File: src/rtl/fuzz_top_if.sv
// Operand and result bus for the fuzz_top datapath.
// The master drives the five operand words; the slave returns the packed result.
interface fuzz_top_if;
    logic [10:0] wire4;
    logic [8:0]  wire3;
    logic [9:0]  wire2;
    logic [11:0] wire1;
    logic [10:0] wire0;
    logic [81:0] y;

    modport master (
        output wire4, wire3, wire2, wire1, wire0,
        input  y
    );

    modport slave (
        input  wire4, wire3, wire2, wire1, wire0,
        output y
    );
endinterface

File: src/rtl/fuzz_top.sv
// Registered mixed arithmetic/logic datapath.
// Six result registers are packed onto an 82-bit bus with one cycle of latency.
module fuzz_top (
    input  logic          clk,
    input  logic          rst,
    fuzz_top_if.slave     bus
);
    localparam int unsigned A_W   = 16;
    localparam int unsigned B_W   = 16;
    localparam int unsigned C_W   = 12;
    localparam int unsigned D_W   = 12;
    localparam int unsigned ACC_W = 18;
    localparam int unsigned CHK_W = 8;
    localparam int unsigned PRD_W = 17;

    logic [A_W-1:0]   r_a;
    logic [B_W-1:0]   r_b;
    logic [C_W-1:0]   r_c;
    logic [D_W-1:0]   r_d;
    logic [ACC_W-1:0] r_acc;
    logic [CHK_W-1:0] r_chk;

    logic signed [PRD_W-1:0] w_op_a;
    logic signed [PRD_W-1:0] w_op_m;
    logic signed [PRD_W-1:0] w_prod;
    logic [B_W-1:0]          w_sum;
    logic [3:0]              w_rot;
    logic [2*C_W-1:0]        w_dbl;
    logic signed [D_W-1:0]   w_b_ext;
    logic signed [D_W-1:0]   w_a_ext;
    logic [D_W-1:0]          w_max;
    logic [ACC_W-1:0]        w_acc_nxt;
    logic [CHK_W-1:0]        w_chk_nxt;

    // Next-value datapath; the multiplier operand is zero-extended so the product stays signed
    always_comb begin
        w_op_a    = {{(PRD_W-11){bus.wire4[10]}}, bus.wire4};
        w_op_m    = {{(PRD_W-5){1'b0}}, bus.wire3[4:0]};
        w_prod    = w_op_a * w_op_m;

        w_sum     = B_W'(bus.wire1) + B_W'(bus.wire0);

        w_rot     = (bus.wire3[3:0] >= 4'd12) ? (bus.wire3[3:0] - 4'd12) : bus.wire3[3:0];
        w_dbl     = {bus.wire1, bus.wire1} << w_rot;

        w_b_ext   = {{2{bus.wire2[9]}}, bus.wire2};
        w_a_ext   = {bus.wire4[10], bus.wire4};
        w_max     = (w_b_ext > w_a_ext) ? w_b_ext : w_a_ext;

        w_acc_nxt = bus.wire3[8] ? ACC_W'(bus.wire0) : (r_acc + ACC_W'(bus.wire0));
        w_chk_nxt = {r_chk[6:0], r_chk[7]} ^ bus.wire3[7:0];
    end

    // Result registers; reset wins over the accumulator reload
    always_ff @(posedge clk) begin
        if (rst) begin
            r_a   <= '0;
            r_b   <= '0;
            r_c   <= '0;
            r_d   <= '0;
            r_acc <= '0;
            r_chk <= '0;
        end else begin
            r_a   <= w_prod[A_W-1:0];
            r_b   <= w_sum;
            r_c   <= w_dbl[2*C_W-1:C_W];
            r_d   <= w_max;
            r_acc <= w_acc_nxt;
            r_chk <= w_chk_nxt;
        end
    end

    assign bus.y = {r_a, r_b, r_c, r_d, r_acc, r_chk};
endmodule

File: src/flat_wrapper.sv
// flat-port wrapper written by rule: the top's interface ports become plain ports
module fuzz_top_flat 
  (clk, rst, bus_wire4, bus_wire3, bus_wire2, bus_wire1, bus_wire0, bus_y);
  fuzz_top_if bus_i ();
  input  logic clk;
  input  logic rst;
  input wire logic [$bits(bus_i.wire4)-1:0] bus_wire4;
  input wire logic [$bits(bus_i.wire3)-1:0] bus_wire3;
  input wire logic [$bits(bus_i.wire2)-1:0] bus_wire2;
  input wire logic [$bits(bus_i.wire1)-1:0] bus_wire1;
  input wire logic [$bits(bus_i.wire0)-1:0] bus_wire0;
  output wire logic [$bits(bus_i.y)-1:0] bus_y;
  assign bus_i.wire4 = bus_wire4;
  assign bus_i.wire3 = bus_wire3;
  assign bus_i.wire2 = bus_wire2;
  assign bus_i.wire1 = bus_wire1;
  assign bus_i.wire0 = bus_wire0;
  assign bus_y = bus_i.y;
  fuzz_top u_core (.clk(clk), .rst(rst), .bus(bus_i));
endmodule
File: config.mk
export PLATFORM = sky130hd
export DESIGN_NAME = fuzz_top_flat
export DESIGN_NICKNAME = d
export VERILOG_FILES = /design/src/rtl/fuzz_top_if.sv /design/src/rtl/fuzz_top.sv /design/src/flat_wrapper.sv
export SDC_FILE = /design/constraint.sdc
export NUM_CORES = 1
export LEC_CHECK = 0
export BUFFER_PORTS_ARGS = -buffer_cell sky130_fd_sc_hd__buf_4
export CAP_MARGIN = 20
export CORE_UTILIZATION = 45
export CTS_CLUSTER_SIZE = 25
export DETAILED_ROUTE_END_ITERATION = 12
export PLACE_DENSITY_LB_ADDON = 0.15
export RECOVER_POWER = 50
export SLEW_MARGIN = 20
export SYNTH_ARGS = -nofsm -noshare
export SYNTH_HDL_FRONTEND = slang
export SYNTH_SLANG_ARGS = --single-unit
File: constraint.sdc
create_clock -name clk -period 7.55 [get_ports clk]
set_clock_uncertainty 0.1 [all_clocks]
set_input_delay 1.51 -clock clk [delete_from_list [all_inputs] [get_ports clk]]
set_output_delay 1.51 -clock clk [all_outputs]
set_load 0.005 [all_outputs]
==> results of run 1 <==
-- per-layer routing --
metal / part of all wire, % / global-route usage [%]
met1: 49 / 31.8
met2: 44 / 31.9
met5: 0 / 0
met3: 5.3 / 4.17
met4: 1.3 / 6.41
-- how the worst min path moves through the flow --
| stage | start | endpoint | cells past startpoint |
|---|---|---|---|
| 4_1_cts | u_core.r_acc[17]$_SDFF_PP0_ | u_core.r_acc[17]$_SDFF_PP0_ | 2 |
| 3_3_place_gp | u_core.r_acc[17]$_SDFF_PP0_ | u_core.r_acc[17]$_SDFF_PP0_ | 2 |
| 5_1_grt | u_core.r_acc[17]$_SDFF_PP0_ | u_core.r_acc[17]$_SDFF_PP0_ | 2 |
| 3_5_place_dp | u_core.r_acc[17]$_SDFF_PP0_ | u_core.r_acc[17]$_SDFF_PP0_ | 2 |
| 6_report | u_core.r_acc[17]$_SDFF_PP0_ | u_core.r_acc[17]$_SDFF_PP0_ | 2 |
| 2_1_floorplan | u_core.r_acc[17]$_SDFF_PP0_ | u_core.r_acc[17]$_SDFF_PP0_ | 2 |
-- metrics by stage --
stage,util [%],setup WS (ns)
after detailed placement,54.6,2.04
after global routing,56.5,1.98
final,56.5,2.28
after floorplan,-,2.14
after CTS,56.7,2.40
after global placement,54.6,2.14
-- cell type report --
cell class	instances	area, µm²
multi-input combinational	511	4180
sequential	78	1560
tap	176	220
timing repair buffer	133	976
clock buffer	12	256
clock inverter	4	28.8
fill	1232	5780
inverter	79	297
-- power by group through the flow --
stage                     logic, µW  clock network (µW)  registers [µW]
final                           648                 418             499
after global routing            729                 445             505
after CTS                       658                 427             501
after detailed placement        654                   0             508
after global placement          640                   0             507
after floorplan                 429                   0             510
-- critical path, stage by stage --
cell and delay (ns):
buf_4 0.28, inv_1 0.21, nor2_1 0.19, fa_1 0.43, inv_1 0.07, fa_1 0.43, fa_1 0.54, inv_1 0.04
ha_1 0.36, a211oi_1 0.34, o21a_1 0.23, o21ai_0 0.17, o21ai_0 0.25, xnor2_1 0.14, nor2_1 0.05
-- flip-flops by register name, indices dropped and copies added (netlist names) --
name,cells
u_core.r_c,12
u_core.r_b,13
u_core.r_d,11
u_core.r_a,16
u_core.r_chk,8
u_core.r_acc,18
-- kinds of logic after synthesis --
logic type	synth area share (%)
DFF	25.3
and+or+nand+nor	16.7
muxes	6.34
other	0.0609
AOI/OAI and AO/OA	16.2
adders and majority gates	23.8
buffers and inverters	6.99
xor gates and xnor gates	4.69
-- cells in the mapped netlist (2+ instances only) --
library cell	n
nand2b_1	5
a21oi_1	35
nor3b_1	3
or3_1	4
nor2b_1	15
nand4b_1	2
mux2i_1	12
o21ai_0	31
inv_1	79
or2_2	2
a31oi_1	5
xor2_1	8
a21o_1	13
nand2_1	34
and4_1	2
and2_1	31
a221oi_1	2
o21ai_1	3
o21bai_1	4
o31ai_1	2
o211ai_1	6
a211oi_1	27
fa_1	35
xnor2_1	25
dfxtp_1	78
buf_2	5
nand3_1	15
clkbuf_1	13
buf_1	4
ha_1	61
mux4_2	12
nor2_1	70
buf_4	6
nor3_1	10
o21a_1	6
nand4_1	4
==> results by group, run 1 <==
Run status
  • Status: complete, but fails checks
  • Failing checks: max-capacitance violations, max-slew violations

Power
  • Logic gate share of total power: 41.4%
  • Net Sw Power: around 550 µW
  • Sequential fraction of design power: 31.9%
  • Pleak: 0.00352 µW
  • P per Cell Area: 208 mW/mm²
  • Switching portion of total power: 34.9%
  • Clk pwr share: 26.7%
  • Peak supply drop: 151 µV
  • Power after layout: 1570 µW
  • Internal power: 1020 µW

Timing
  • Slew margin rel.: -125%
  • Hold_ws: 0.382 ns
  • Final setup fails: 0
  • Final hold viol count: 0
  • Max Freq: 190 MHz
  • Post-route minimum period: ~5.3 ns
  • Setup TNS: 0 ns
  • Slew Viols, Final: just under 80
  • Tcrit/Tclk final: 69.8%
  • RSZ-0062 raised after global routing: no
  • Worst Tran Pin Value: 3.37 ns

Clocking
  • Reg clk slew, reported paths: approximately 0.060 ns
  • CTS root buffer: clkbuf_16
  • TritonCTS clock tree: built
  • Clock buffer depth: 2
  • CTS buffer count: 9
  • CTS Sinks: 78
  • CTS Hold Bufs: 0
  • Postcts setup bufs: 0
  • CTS resizes: 0
  • Insertion delay to the later sink of the worst-skew pair: 0.35 ns
  • H-tree depth: 3

Worst setup path
  • CP max FO: 18
  • CP required: 7.55 ns
  • CP Data Arrival Time: between 5 and 6 ns
  • Setup crit end: u_core.r_a[15]$_SDFF_PP0_
  • R2r setup slk: 4.91 ns
  • Setup crit start: bus_wire3[0]
  • End of the worst register-to-register path: u_core.r_acc[16]$_SDFF_PP0_
  • Worst setup EP type: flop
  • Reg2Reg Depth: 9
  • RR Startpoint: u_core.r_acc[0]$_SDFF_PP0_
  • Setup crit start kind: primary input
  • Critical path type: in2reg

Routing
  • Via count: approximately 5,300
  • Via/cell ratio: 5.37
  • Detailed Route WL: 14,800 µm
  • Drt first pass iters: 5
  • DRC Markers: 0
  • First DRT Iteration DRCs: 280
  • WL/cell: about 15 µm
  • Final ANT Viol Nets: 0

Cells and area
  • Layout area overhead: 22.0%
  • Most frequent cells in the layout: inv_1 (79), dfxtp_1 (78), nor2_1 (70)
  • Ratio of cells with drive above 1 in the final layout: 19.8%
  • Fin area: 0.00752 mm²
  • Most common cell after layout, fill and taps aside: inv_1
  • Diode count: 0
  • # nets final: around 960
  • Fin cells: 993

Synth
  • Avg Inst Size Synth: 8.88 µm²
  • Most area-hungry cell type in the Yosys netlist: dfxtp_1
  • Synth top area share: 25.3%
  • Async set or reset register ratio after synthesis: 0%
  • Post-Syn Instances: 694
  • Yosys warns: 0
  • EDFF count, synth: 0
  • Synthesized area: just over 0.006 mm²
  • Top cells by area, synth: dfxtp_1 (25%), ha_1 (12%), fa_1 (11%), inv_1 (4.8%), mux4_2 (4.4%)
  • Synth unique cells: 61
  • Top FF cell, synth: dfxtp_1
  • Sequential cell area fraction in the yosys report: 25.3%
  • Synthesized flop and latch total: 78

Placement
  • Port bufs: 133
  • Final RePlAce weighted congestion: 0.873
  • Placed Instances: between 900 and 1,000
  • Dpl hpwl: about 12,000 µm
  • Placed cell areas: roughly 0.0073 mm²

Global routing
  • Vias in the first global route: 4,959
  • All-layer global routing usage: 21.7%
  • Initial antenna violation count: 0
  • Wire length of the first global-routing pass: 24,500 µm
  • Largest net degree at the start of global routing: 79
  • Total gr overflow: 0

Floorplanning
  • Die Width: 119 µm
  • Core Box Area: around 0.013 mm²
  • I/O Pins: 137
  • Die area: 0.0142 mm²
  • Initial Util: 46.3%
  • Placement Rows: 42
  • Die height: 119 µm

Job
  • Max cap viols: 1

Worst hold path
  • HP Class: reg2reg
Power figures use the tool's default switching activity.
==> run 2, diff against run 1 <==
--- a/config.mk
+++ b/config.mk
@@ -5,6 +5,7 @@
 export SDC_FILE = /design/constraint.sdc
 export NUM_CORES = 1
 export LEC_CHECK = 0
+export ABC_AREA = 1
 export BUFFER_PORTS_ARGS = -buffer_cell sky130_fd_sc_hd__buf_4
 export CAP_MARGIN = 20
 export CORE_UTILIZATION = 45
==> constraint.sdc (replaced) <==
create_clock -name clk -period 4.5 [get_ports clk]
set_clock_uncertainty 0.1 [all_clocks]
set_input_delay 0.9 -clock clk [delete_from_list [all_inputs] [get_ports clk]]
set_output_delay 0.9 -clock clk [all_outputs]
set_load 0.005 [all_outputs]
==> run 2 against run 1 <==
  * The run still ends with max-capacitance violations, max-slew violations left
  * Power up 69%
  * Die area increased by 1.5%
  * Via count is 9.8% higher
  * Clock-buffer cell count is 1 lower
  * Core utilization up 0.61 points
  * Design area rose by 1.9%
  * Final cell count grew 21%
  * Setup slack worse by 1.7 ns
  * Critical path depth up 1
  * Synthesized cell count increased by 29%
  * Sequential power grew 68%
==> results by group, run 2 <==
Floorplanning
  • Die area: around 0.014 mm²
  • Core Box Area: 0.0134 mm²
  • Placement Rows: 42
  • Die height: 120 µm
  • Initial Util: 46.7%
  • Die Width: 120 µm
  • I/O Pins: 137

Clocking
  • CTS Hold Bufs: 0
  • Reg clk slew, reported paths: 0.06 ns
  • H-tree depth: 3
  • CTS buffer count: 9
  • Postcts setup bufs: 0
  • CTS root buffer: clkbuf_16
  • CTS resizes: 0
  • Clock buffer depth: 2
  • TritonCTS clock tree: built
  • Insertion delay to the later sink of the worst-skew pair: between 0.3 and 0.4 ns
  • CTS Sinks: 78

Worst hold path
  • Hold path cells: 2
  • HP Class: reg2reg
  • HP Start: u_core.r_acc[17]$_SDFF_PP0_

Cells and area
  • Most common cell after layout, fill and taps aside: nand2_1
  • # nets final: 1,170
  • Most frequent cells in the layout: nand2_1 (220), inv_1 (175), dfxtp_1 (78)
  • Number of flip-flops in the largest register: 18
  • Top flop regs: u_core.r_acc x18, u_core.r_a x16, u_core.r_b x13
  • Diode count: 0
  • Layout area overhead: 22.5%
  • Top reg by flops: u_core.r_acc
  • Ratio of cells with drive above 1 in the final layout: between 10% and 20%

Global routing
  • Vias in the first global route: 5,656
  • Wire length of the first global-routing pass: 26,200 µm
  • Initial antenna violation count: 0
  • Largest net degree at the start of global routing: 34
  • Total gr overflow: 0
  • All-layer global routing usage: 23.3%

Synth
  • Async set or reset register ratio after synthesis: 0%
  • Top FF cell, synth: dfxtp_1
  • Synthesized flop and latch total: 78
  • Yosys warns: 0
  • Avg Inst Size Synth: 7.01 µm²
  • Most area-hungry cell type in the Yosys netlist: dfxtp_1
  • Synth top area share: 25.0%
  • Post-Syn Instances: 892
  • Count leader, synth: nand2_1
  • Synth top cells by count: nand2_1 (220), inv_1 (175), dfxtp_1 (78), a21oi_1 (71), ha_1 (61)
  • Top cells by area, synth: dfxtp_1 (25%), nand2_1 (13%), ha_1 (12%), fa_1 (11%), inv_1 (11%)
  • EDFF count, synth: 0
  • Sequential cell area fraction in the yosys report: 25.0%
  • Synth unique cells: 44
  • Synthesized area: 0.00625 mm²

Power
  • P per Cell Area: 345 mW/mm²
  • Peak supply drop: 230 µV
  • Power after layout: 2640 µW
  • Pleak: 0.00427 µW

Run status
  • Failing checks: max-capacitance violations, max-slew violations
  • Status: complete, but fails checks

Routing
  • First DRT Iteration DRCs: 294
  • DRC Markers: 0
  • Detailed Route WL: roughly 15,000 µm
  • Final ANT Viol Nets: 0
  • Via count: 5,853
  • Drt first pass iters: 5
  • WL/cell: 12.8 µm
  • Via/cell ratio: 4.88

Worst setup path
  • Setup crit start: bus_wire3[2]
  • Reg2Reg Depth: 11
  • CP required: 4.68 ns
  • CP max FO: 14
  • Worst setup EP type: flop
  • RR Startpoint: u_core.r_acc[0]$_SDFF_PP0_
  • Critical path type: in2reg
  • CP Data Arrival Time: 4.12 ns
  • Setup crit start kind: primary input

Job
  • Max cap viols: 1

Placement
  • Dpl hpwl: 12,400 µm
  • Final RePlAce weighted congestion: 0.860
  • Port bufs: around 130

Timing
  • Slew Viols, Final: 34
  • Final hold viol count: 0
  • Hold_ws: 0.380 ns
  • RSZ-0062 raised after global routing: no
  • Worst Tran Pin Value: between 1.5 and 2 ns
  • Max Freq: 254 MHz
  • Tcrit/Tclk final: 87.6%
  • Slew margin rel.: -14.0%
  • Setup TNS: 0 ns
  • Post-route minimum period: 3.94 ns
  • Final setup fails: 0
-- run 2: changes by cell type after synthesis, moves of 12 or more --
cell	before	now
nand2_1	34	220
nor2_1	70	57
a211oi_1	27	5
nor2b_1	15	0
mux4_2	12	0
a21oi_1	35	71
inv_1	79	175
and2_1	31	1
o21ai_0	31	53
nand3_1	15	33
-- run 2: stage by stage --
| stage | area [µm²] | cells | worst slack, ns | utilization [%] |
|---|---|---|---|---|
| floorplan | 6260 | 894 | 0.145 | - |
| global placement | 7380 | 1184 | 0.244 | 55.1 |
| detailed placement | 7380 | 1184 | 0.199 | 55.1 |
| CTS | 7680 | 1200 | 0.559 | 57.3 |
| global route | 7660 | 1200 | 0.289 | 57.1 |
| finish | 7660 | 1200 | 0.559 | 57.1 |
-- run 2: routing by layer --
| layer | GRT usage (%) | vias up | share of wire [%] |
|---|---|---|---|
| li1 | - | 3048 | - |
| met1 | 26.8 | 2658 | 43 |
| met2 | 41.4 | 130 | 50 |
| met4 | 7.03 | 0 | 1.7 |
| met5 | 0 | - | 0 |
| met3 | 6.89 | 17 | 5.8 |
-- run 2: worst paths after layout --
kind	slack (ns)	endpoint
hold reg to reg	0.38	u_core.r_acc[17]$_SDFF_PP0_
setup / recovery	0.56	u_core.r_a[12]$_SDFF_PP0_
setup reg to reg	2.44	u_core.r_acc[16]$_SDFF_PP0_
hold / removal	0.38	u_core.r_acc[17]$_SDFF_PP0_
-- run 2: cells by family (layout without fill, tap and decap cells) --
group | count (synthesis) | after routing | share of synthesized area [%]
muxes | 1 | 1 | 0.160
AOI/OAI and AO/OA | 155 | 155 | 13.5
adders and majority gates | 96 | 96 | 23.4
xor gates and xnor gates | 18 | 18 | 2.52
DFF | 78 | 78 | 25.0
other | 1 | 3 | 0.0600
and+or+nand+nor | 340 | 340 | 22.6
buffers and inverters | 203 | 333 | 12.8
-- run 2: final cells by class --
| class | count | area [µm²] |
|---|---|---|
| clock buffer | 11 | 243 |
| clock inverter | 5 | 57.6 |
| fill | 1356 | 5740 |
| inverter | 181 | 679 |
| multi-input combinational | 613 | 3900 |
| sequential | 78 | 1560 |
| tap | 176 | 220 |
| timing repair buffer | 136 | 998 |
-- run 2: worst max-delay path, cell delays in order --
cell and delay (ns):
buf_4 0.17, nand2_1 0.08, inv_1 0.06, fa_1 0.49
fa_1 0.51, inv_1 0.06, fa_1 0.52, inv_1 0.04
ha_1 0.33, a21oi_1 0.20, o21ai_0 0.10, a21oi_1 0.25
o21ai_0 0.16, nand2_1 0.08, nand2_1 0.05, nor2_1 0.10
-- run 2: where the power goes --
group / internal (µW) / total (µW) / switching (µW)
clock: 446 / 750 / 304
combinational: 453 / 1050 / 599
sequential: 797 / 839 / 41.9
total: 1700 / 2640 / 945
